**config.mk**
```make
export PLATFORM = sky130hd
export DESIGN_NAME = multicycle_ctrl_fsm
export DESIGN_NICKNAME = d
export VERILOG_FILES = /design/src/rtl/riscv_ctrl_pkg.sv /design/src/rtl/mem_wait_timer.sv /design/src/rtl/multicycle_ctrl_fsm.sv
export SDC_FILE = /design/constraint.sdc
export NUM_CORES = 1
export LEC_CHECK = 0
export CAP_MARGIN = 20
export CORE_MARGIN = 2
export CORE_UTILIZATION = 38
export DETAILED_ROUTE_END_ITERATION = 8
export GPL_ROUTABILITY_DRIVEN = 0
export PLACE_DENSITY = 0.87
export SYNTH_ARGS = -nofsm -noshare
export SYNTH_HDL_FRONTEND = slang
export SYNTH_SLANG_ARGS = --single-unit
```
**constraint.sdc**
```tcl
create_clock -name clk -period 3.2 [get_ports clk]
set_input_delay 0.8 -clock clk [delete_from_list [all_inputs] [get_ports clk]]
set_output_delay 0.8 -clock clk [all_outputs]
set_load 0.005 [all_outputs]
```
**src/rtl/riscv_ctrl_pkg.sv**
```systemverilog
// Shared constants and state encoding for the multi-cycle RV32 control sequencer.
// Used by multicycle_ctrl_fsm and its testbench.
package riscv_ctrl_pkg;

    // Opcode field IR[6:0] of the supported instruction classes
    localparam logic [6:0] OP_RTYPE  = 7'b0110011;
    localparam logic [6:0] OP_ITYPE  = 7'b0010011;
    localparam logic [6:0] OP_LOAD   = 7'b0000011;
    localparam logic [6:0] OP_STORE  = 7'b0100011;
    localparam logic [6:0] OP_BRANCH = 7'b1100011;

    // ALU operation select driven to the ALU control decoder
    localparam logic [1:0] ALUOP_ADD   = 2'b00;
    localparam logic [1:0] ALUOP_SUB   = 2'b01;
    localparam logic [1:0] ALUOP_FUNCT = 2'b10;

    typedef enum logic [3:0] {
        ST_FETCH  = 4'd0,
        ST_DECODE = 4'd1,
        ST_EXEC   = 4'd2,
        ST_ALUWB  = 4'd3,
        ST_ADDR   = 4'd4,
        ST_MEMRD  = 4'd5,
        ST_LDWB   = 4'd6,
        ST_MEMWR  = 4'd7,
        ST_BRANCH = 4'd8,
        ST_HALT   = 4'd9
    } ctrl_state_t;

    // States that finish an instruction when they fall back to FETCH
    function automatic logic is_retire_state(input ctrl_state_t st);
        return (st == ST_ALUWB) || (st == ST_LDWB) ||
               (st == ST_MEMWR) || (st == ST_BRANCH);
    endfunction

endpackage

```
**src/rtl/mem_wait_timer.sv**
```systemverilog
// Memory wait-state watchdog.
// Down-counter loaded with MEM_WAIT_MAX whenever no access is stalled and
// decremented on every stalled cycle. o_expired flags that the current cycle
// is the MEM_WAIT_MAX-th cycle of the access: a ready in this cycle is still
// accepted, a stall in this cycle is a bus error.
module mem_wait_timer #(
    parameter int unsigned MEM_WAIT_MAX = 15
) (
    input  logic clk,
    input  logic reset,
    input  logic i_clear,
    input  logic i_count,
    output logic o_expired
);

    localparam int unsigned W = $clog2(MEM_WAIT_MAX + 1);
    localparam logic [W-1:0] LOAD_VAL = W'(MEM_WAIT_MAX);

    logic [W-1:0] r_remain;

    // Reload on clear, otherwise count down once per stalled cycle (saturating)
    always_ff @(posedge clk) begin
        if (reset || i_clear) begin
            r_remain <= LOAD_VAL;
        end else if (i_count && (r_remain != '0)) begin
            r_remain <= r_remain - 1'b1;
        end
    end

    assign o_expired = (r_remain == W'(1));

endmodule

```
**src/rtl/multicycle_ctrl_fsm.sv**
```systemverilog
// Multi-cycle sequencer for the RV32 subset datapath (R, I-ALU, LW, SW, BEQ).
// Drives the shared ALU, register file and unified memory port; handles
// memory wait states with a timeout, and halts on illegal opcodes/bus errors.
// Optional performance counters are built when CTRL_PERF_CNT_EN is defined;
// otherwise cycle_count and instr_count are tied to zero.
//
//  state     | meaning
//  ----------+-----------------------------------------------------------
//  FETCH     | idle when !run; else read IR from memory at PC, PC+4 on ready
//  DECODE    | register read, dispatch on opcode
//  EXEC      | R/I ALU operation
//  ALUWB     | write ALU result to rd, retire
//  ADDR      | effective address = rs1 + imm
//  MEMRD     | load access at ALUOut, wait for ready
//  LDWB      | write MDR to rd, retire
//  MEMWR     | store access at ALUOut, wait for ready, retire
//  BRANCH    | compare rs1/rs2, conditional PC update, retire
//  HALT      | illegal opcode or bus error; left only through reset
module multicycle_ctrl_fsm
    import riscv_ctrl_pkg::*;
#(
    parameter int unsigned MEM_WAIT_MAX = 15,
    parameter int unsigned CNT_W        = 32
) (
    input  logic             clk,
    input  logic             reset,
    input  logic             run,
    input  logic [6:0]       opcode,
    input  logic             mem_ready,
    output logic             PCWrite,
    output logic             PCWriteCond,
    output logic             IorD,
    output logic             IRWrite,
    output logic             MemRead,
    output logic             MemWrite,
    output logic             RegWrite,
    output logic             MemToReg,
    output logic             ALUSrc,
    output logic [1:0]       ALUOp,
    output logic             IllegalInstr,
    output logic             BusError,
    output logic             Halted,
    output logic [CNT_W-1:0] cycle_count,
    output logic [CNT_W-1:0] instr_count
);

    ctrl_state_t r_state;
    ctrl_state_t w_state_next;
    logic        r_illegal;
    logic        r_bus_err;
    logic        w_set_illegal;
    logic        w_set_bus_err;
    logic        w_mem_active;
    logic        w_mem_wait;
    logic        w_timer_expired;

    // Stalled access: a memory state is driving a request and memory is not ready
    assign w_mem_wait = w_mem_active & ~mem_ready;

    // The timer is held at full count except while an access is stalled, so it is
    // always fresh on entry to FETCH/MEMRD/MEMWR.
    mem_wait_timer #(
        .MEM_WAIT_MAX (MEM_WAIT_MAX)
    ) u_mem_wait_timer (
        .clk       (clk),
        .reset     (reset),
        .i_clear   (~w_mem_wait),
        .i_count   (w_mem_wait),
        .o_expired (w_timer_expired)
    );

    // State register
    always_ff @(posedge clk) begin
        if (reset) begin
            r_state <= ST_FETCH;
        end else begin
            r_state <= w_state_next;
        end
    end

    // Sticky error flags, cleared only by reset
    always_ff @(posedge clk) begin
        if (reset) begin
            r_illegal <= 1'b0;
            r_bus_err <= 1'b0;
        end else begin
            if (w_set_illegal) r_illegal <= 1'b1;
            if (w_set_bus_err) r_bus_err <= 1'b1;
        end
    end

    // Next-state logic
    always_comb begin
        w_state_next  = r_state;
        w_set_illegal = 1'b0;
        w_set_bus_err = 1'b0;
        w_mem_active  = 1'b0;
        case (r_state)
            ST_FETCH: begin
                if (run) begin
                    w_mem_active = 1'b1;
                    if (mem_ready) begin
                        w_state_next = ST_DECODE;
                    end else if (w_timer_expired) begin
                        w_set_bus_err = 1'b1;
                        w_state_next  = ST_HALT;
                    end
                end
            end
            ST_DECODE: begin
                case (opcode)
                    OP_RTYPE, OP_ITYPE: w_state_next = ST_EXEC;
                    OP_LOAD, OP_STORE:  w_state_next = ST_ADDR;
                    OP_BRANCH:          w_state_next = ST_BRANCH;
                    default: begin
                        w_set_illegal = 1'b1;
                        w_state_next  = ST_HALT;
                    end
                endcase
            end
            ST_EXEC:   w_state_next = ST_ALUWB;
            ST_ALUWB:  w_state_next = ST_FETCH;
            ST_ADDR:   w_state_next = (opcode == OP_LOAD) ? ST_MEMRD : ST_MEMWR;
            ST_MEMRD: begin
                w_mem_active = 1'b1;
                if (mem_ready) begin
                    w_state_next = ST_LDWB;
                end else if (w_timer_expired) begin
                    w_set_bus_err = 1'b1;
                    w_state_next  = ST_HALT;
                end
            end
            ST_LDWB:   w_state_next = ST_FETCH;
            ST_MEMWR: begin
                w_mem_active = 1'b1;
                if (mem_ready) begin
                    w_state_next = ST_FETCH;
                end else if (w_timer_expired) begin
                    w_set_bus_err = 1'b1;
                    w_state_next  = ST_HALT;
                end
            end
            ST_BRANCH: w_state_next = ST_FETCH;
            ST_HALT:   w_state_next = ST_HALT;
            // Unused encodings fall back to a clean instruction boundary
            default:   w_state_next = ST_FETCH;
        endcase
    end

    // Output decode; everything is forced low while reset is held
    always_comb begin
        PCWrite      = 1'b0;
        PCWriteCond  = 1'b0;
        IorD         = 1'b0;
        IRWrite      = 1'b0;
        MemRead      = 1'b0;
        MemWrite     = 1'b0;
        RegWrite     = 1'b0;
        MemToReg     = 1'b0;
        ALUSrc       = 1'b0;
        ALUOp        = ALUOP_ADD;
        IllegalInstr = 1'b0;
        BusError     = 1'b0;
        Halted       = 1'b0;
        if (!reset) begin
            IllegalInstr = r_illegal;
            BusError     = r_bus_err;
            case (r_state)
                ST_FETCH: begin
                    if (run) begin
                        MemRead = 1'b1;
                        IorD    = 1'b0;
                        if (mem_ready) begin
                            IRWrite = 1'b1;
                            PCWrite = 1'b1;
                        end
                    end
                end
                ST_EXEC: begin
                    if (opcode == OP_ITYPE) begin
                        ALUSrc = 1'b1;
                        ALUOp  = ALUOP_ADD;
                    end else begin
                        ALUSrc = 1'b0;
                        ALUOp  = ALUOP_FUNCT;
                    end
                end
                ST_ALUWB: begin
                    RegWrite = 1'b1;
                    MemToReg = 1'b0;
                end
                ST_ADDR: begin
                    ALUSrc = 1'b1;
                    ALUOp  = ALUOP_ADD;
                end
                ST_MEMRD: begin
                    MemRead = 1'b1;
                    IorD    = 1'b1;
                end
                ST_LDWB: begin
                    RegWrite = 1'b1;
                    MemToReg = 1'b1;
                end
                ST_MEMWR: begin
                    MemWrite = 1'b1;
                    IorD     = 1'b1;
                end
                ST_BRANCH: begin
                    ALUSrc      = 1'b0;
                    ALUOp       = ALUOP_SUB;
                    PCWriteCond = 1'b1;
                end
                ST_HALT:  Halted = 1'b1;
                default: ;
            endcase
        end
    end

`ifdef CTRL_PERF_CNT_EN
    logic [CNT_W-1:0] r_cycle_count;
    logic [CNT_W-1:0] r_instr_count;
    logic             w_retire;

    assign w_retire = is_retire_state(r_state) && (w_state_next == ST_FETCH);

    // Free-running performance counters, wrapping at 2^CNT_W, frozen in HALT
    always_ff @(posedge clk) begin
        if (reset) begin
            r_cycle_count <= '0;
            r_instr_count <= '0;
        end else begin
            if (r_state != ST_HALT) r_cycle_count <= r_cycle_count + 1'b1;
            if (w_retire)           r_instr_count <= r_instr_count + 1'b1;
        end
    end

    assign cycle_count = reset ? '0 : r_cycle_count;
    assign instr_count = reset ? '0 : r_instr_count;
`else
    assign cycle_count = '0;
    assign instr_count = '0;
`endif

endmodule

```
[Word level (Yosys, flattened, before mapping)]
Cells that the tools add are included.
Cells by class
  equal/unequal tests: 16
  reduce and logical (&&, ||, !) cells: 9
  multipliers: 0
  bitwise operators: 3
  divide/modulo/power cells: 0
  add/sub/neg operators: 1
  multiplexer cells: 42
  shift-type cells: 0
  order comparisons: 0
Operator list (number)
  4-bit one-hot mux with 7 select lines: 1
  1-bit two-way mux: 27
  4-bit two-way mux: 5
  4-bit by 3-bit == test with 1-bit output, second input constant: 4
  7-bit by 6-bit == test with 1-bit output, second input constant: 2
  4-bit one-hot mux with 3 select lines: 1
  4-bit by 1-bit == test with 1-bit output, second input constant: 2
  4-bit by 2-bit == test with 1-bit output, second input constant: 2
  4-bit == test, second input constant: 2
  1-bit one-hot mux with 2 select lines: 4
  2-bit OR reduction: 4
  7-bit by 2-bit == test with 1-bit output, second input constant: 1
  7-bit by 5-bit == test with 1-bit output, second input constant: 1
  7-bit == test, second input constant: 1
  2-bit two-way mux: 3
  5-bit OR reduction: 1
  4-bit zero test: 1
  2-bit one-hot mux with 2 select lines: 1
  4-bit nonzero test: 1
  4-bit by 1-bit subtractor with 4-bit output, second input constant: 1
  2-bit != test, second input constant: 1
  1-bit inverter: 2
  1-bit AND: 1
  1-bit logical AND: 1
  1-bit logical OR: 1
Word-level totals
  latch bits: 0
  register bits: 10
  RAM bits: 0
  memories: 0
  ROM bits: 0

[Logic depth before layout (Yosys ltp)]
  depth in word-level cells: 6
  depth in mapped cells: 6

[Modules after synthesis]
A second synthesis with hierarchy kept.
Second synthesis, totals
  cell total of the unflattened synthesis: 175
  area total of the unflattened synthesis: 1317.5 um^2
By module, submodules not included
  multicycle_ctrl_fsm: times used 1, cells an instance 150, sequential area each 120.1 um^2, area an instance 1101.1 um^2
  mem_wait_timer: times used 1, cells an instance 25, sequential area each 80.1 um^2, area an instance 216.5 um^2

[Worst setup path before layout]
Ideal clock, no wire load.
  path kind: input port to output port
  from: in reset
  to: out ALUOp[1]
  arrival: 1.797 ns
  stages on the path: 4
  slack: 0.603 ns
  cells stage by stage: or2_1 -> clkbuf_1 -> or2_1 -> a2111oi_1
Between the ends
  cells in the longest elaborated chain, start to end: 1
Ends and longest elaborated chain
  start, declared: RTL line multicycle_ctrl_fsm.sv:26  | input logic reset,
  2-bit two-way mux: RTL line multicycle_ctrl_fsm.sv:165  | if (!reset) begin
  end, declared: RTL line multicycle_ctrl_fsm.sv:39  | output logic [1:0] ALUOp,
No other way between the ends.

[Worst setup path after layout]
  from: in reset
  to: out MemRead
Between the ends
  cells in the longest elaborated chain, start to end: 1
Ends and longest elaborated chain
  1-bit two-way mux: RTL line multicycle_ctrl_fsm.sv:165
  end, declared: RTL line multicycle_ctrl_fsm.sv:34  | output logic MemRead,
No other way between the ends.

==> results.cfg <==
[pwr]
peakVddDrop_mv = 0.0754
p_leak_uw = 0.000664
powerDensity_nw_per_um2 = 238

[sta]
finalSetupViolCount = 0
rsz0062_at_grt = false
hold_viol = 0
drv_slew = 0
worstMarginPinSlew_ns = 0.640
relSlewSlack_pct = 57.1
fin_crit_sh_pct = 97.4
min_period_ns = 3.12
skew_ns = 0.00166
fmax_ghz = 0.321

[grt]
grt_use_total_pct = 12.1
grt_max_degree = 16
grt_pass1_vias = 814
grt_pass1_wl_um = 3460
grt_remaining_overflow = 0
antenna_found_initial = 0

[drt]
viasPerCell = 4.03
first_pass_iters = 4
drc = 0
wl_per_cell_um = 9.17
wl_um = 2180
drtIter0Drc = 28
vias = 960
final_antenna_net_count = 0

[cts]
clk_latency_ns = 0.26
cts_made_buffers = 3
cts_tree = done
cts_buffer_depth = 2
h-tree-depth = 1
post-cts-setup-buffers = 0
clock-sinks = 10
cts_root_buf = clkbuf_4
cts.reportedPaths.clkPinSlew_ns = 0.07

[setup_path]
cpMostUsedCell = clkdlybuf4s50_1
cp_top_family = buffers and inverters
path_cells = clkdlybuf4s50_1 > or2_1 > buf_4 > a211oi_1 > clkdlybuf4s50_1
crit_type = in -> out
critPathMaxStageDelay_ns = 0.53
end_kind = primary output
crit_buf_inv = 3
crit_slowest_cell = clkdlybuf4s50_1
cp-start-kind = input pin
cp.required_ns = 2.40
crit_arrival_ns = 2.32
cp_max_fo = 5

[floorplanning]
coreArea_um2 = 3080
core.rowCount = 20
initial_core_util_pct = 40.3
die_h_um = 61.1
die_w_um = 61.1
fp.dieArea_um2 = 3740
pin_count = 89

[final_layout]
diodes = 0
fin_nets = 208
drive_gt1_share_pct = 8.25
utilization_pct = 44.3
synthToLayoutAreaGrowth_pct = 9.89
stdcell_count = 238
final_common_cell = conb_1
final_cell_mix = conb_1 (64), clkdlybuf4s50_1 (18), nor2_1 (11)

[status]
status = finished, final reports clean

[placed_design]
port_buffers = 24
dp_hpwl_um = 1790
dp.cells = 234

[logic_synthesis]
synthDistinctLibCells = 38
ys_seq_elements = 10
yosysSeqAreaShare_pct = 16.1
syn_area_um2 = 1240
avgSynthCellArea_um2 = 7.42
syn_inst = 167
yosysWarnings = 0

[job]
maxCapViolCount = 0

[worst_hold_path]
min_path_type = reg -> reg
## kinds of logic after synthesis
family                     Yosys count  share of synthesized area [%]
and+or+nand+nor                     49                           22.2
adders and majority gates            2                           2.02
xor gates and xnor gates             2                           1.41
AOI/OAI and AO/OA                   26                           14.1
DFF                                 10                           16.1
buffers and inverters               77                           43.8
other                                1                          0.302
## state kept, by name (all words and copies together), names as in the netlist
signal / cells
u_mem_wait_timer.r_remain: 4
r_bus_err: 1
r_illegal: 1
r_state: 4
## repair_timing
action                                  CTS  global route
gates resized for setup                   6             5
endpoints found under the setup margin    7             4
endpoints found under the hold margin     0             0
pin swaps                                 0             1
hold buffers                              0             0
## path summary, 6_finish.rpt
path	start	endpoint	slack (ns)	cells after the start
worst max register to register	r_state[0]	u_mem_wait_timer.r_remain[2]	1.38	3
worst min register to register	r_illegal	r_illegal	0.46	2
worst max-delay path	reset	MemRead	0.08	5
worst min-delay path	r_illegal	r_illegal	0.46	2
## final cells by class
cell class	instances	area, µm²
repair buffers	31	294
clock buffers	4	36.3
multi-input cells	143	754
fillers	315	1720
inverters	6	22.5
well taps	44	55.1
flip-flops and latches	10	200
## where the power goes
group	internal, µW	switching, µW
sequential	127	5.10
clock	69.0	46.0
combinational	32.2	44.1
total	229	95.2
## layer usage
metal | track usage [%] | up-vias | part of all wire (%)
li1 | - | 482 | -
met1 | 15.7 | 424 | 42
met2 | 19.8 | 54 | 48
met3 | 3.36 | 0 | 9.9
met4 | 3.11 | 0 | 0
met5 | 0 | - | 0
## stage by stage
step	power, µW	cell area (µm²)	setup WS [ns]	setup TNS (ns)	hold slack (ns)
2_1_floorplan	234	1480	0.603	0	0.426
3_3_place_gp	206	1300	-0.258	-0.721	0.437
3_5_place_dp	207	1300	-0.278	-0.839	0.457
4_1_cts	324	1350	-0.173	-0.173	0.468
5_1_grt	347	1360	0.00225	0	0.516
6_report	324	1360	0.0831	0	0.460
## worst register-to-register path, delay by kind of cell (launching register included)
kind             cells  cell delay (ns)
AO/OA/AOI/OAI        2             0.76
flip-flops           1             0.64
AND/OR/NAND/NOR      1             0.27
## synth_stat cells, drive strengths merged
master	number	area, µm²
nand2b	7	43.8
nand2	9	33.8
o221ai	1	8.76
nor4b	1	8.76
nor2	11	41.3
or3	3	18.8
a211o	1	8.76
or2	2	12.5
or3b	3	28.8
a21oi	6	30.0
o22a	1	8.76
a31oi	3	18.8
nand3	2	10.0
nor3b	1	7.51
clkbuf	3	11.3
o2bb2ai	1	8.76
ha	2	25.0
nor4	1	12.5
xnor2	2	17.5
o211ai	1	7.51
a211oi	3	22.5
a21o	2	15.0
inv	6	22.5
a2111oi	1	10.0
nor3	5	25.0
conb	1	3.75
nor2b	2	12.5
buf	68	509
dfxtp	10	200
nand4bb	1	11.3
o311ai	1	8.76
nand4b	1	8.76
o21ai	4	20.0
o21bai	1	7.51
Power figures use the tool's default switching activity.
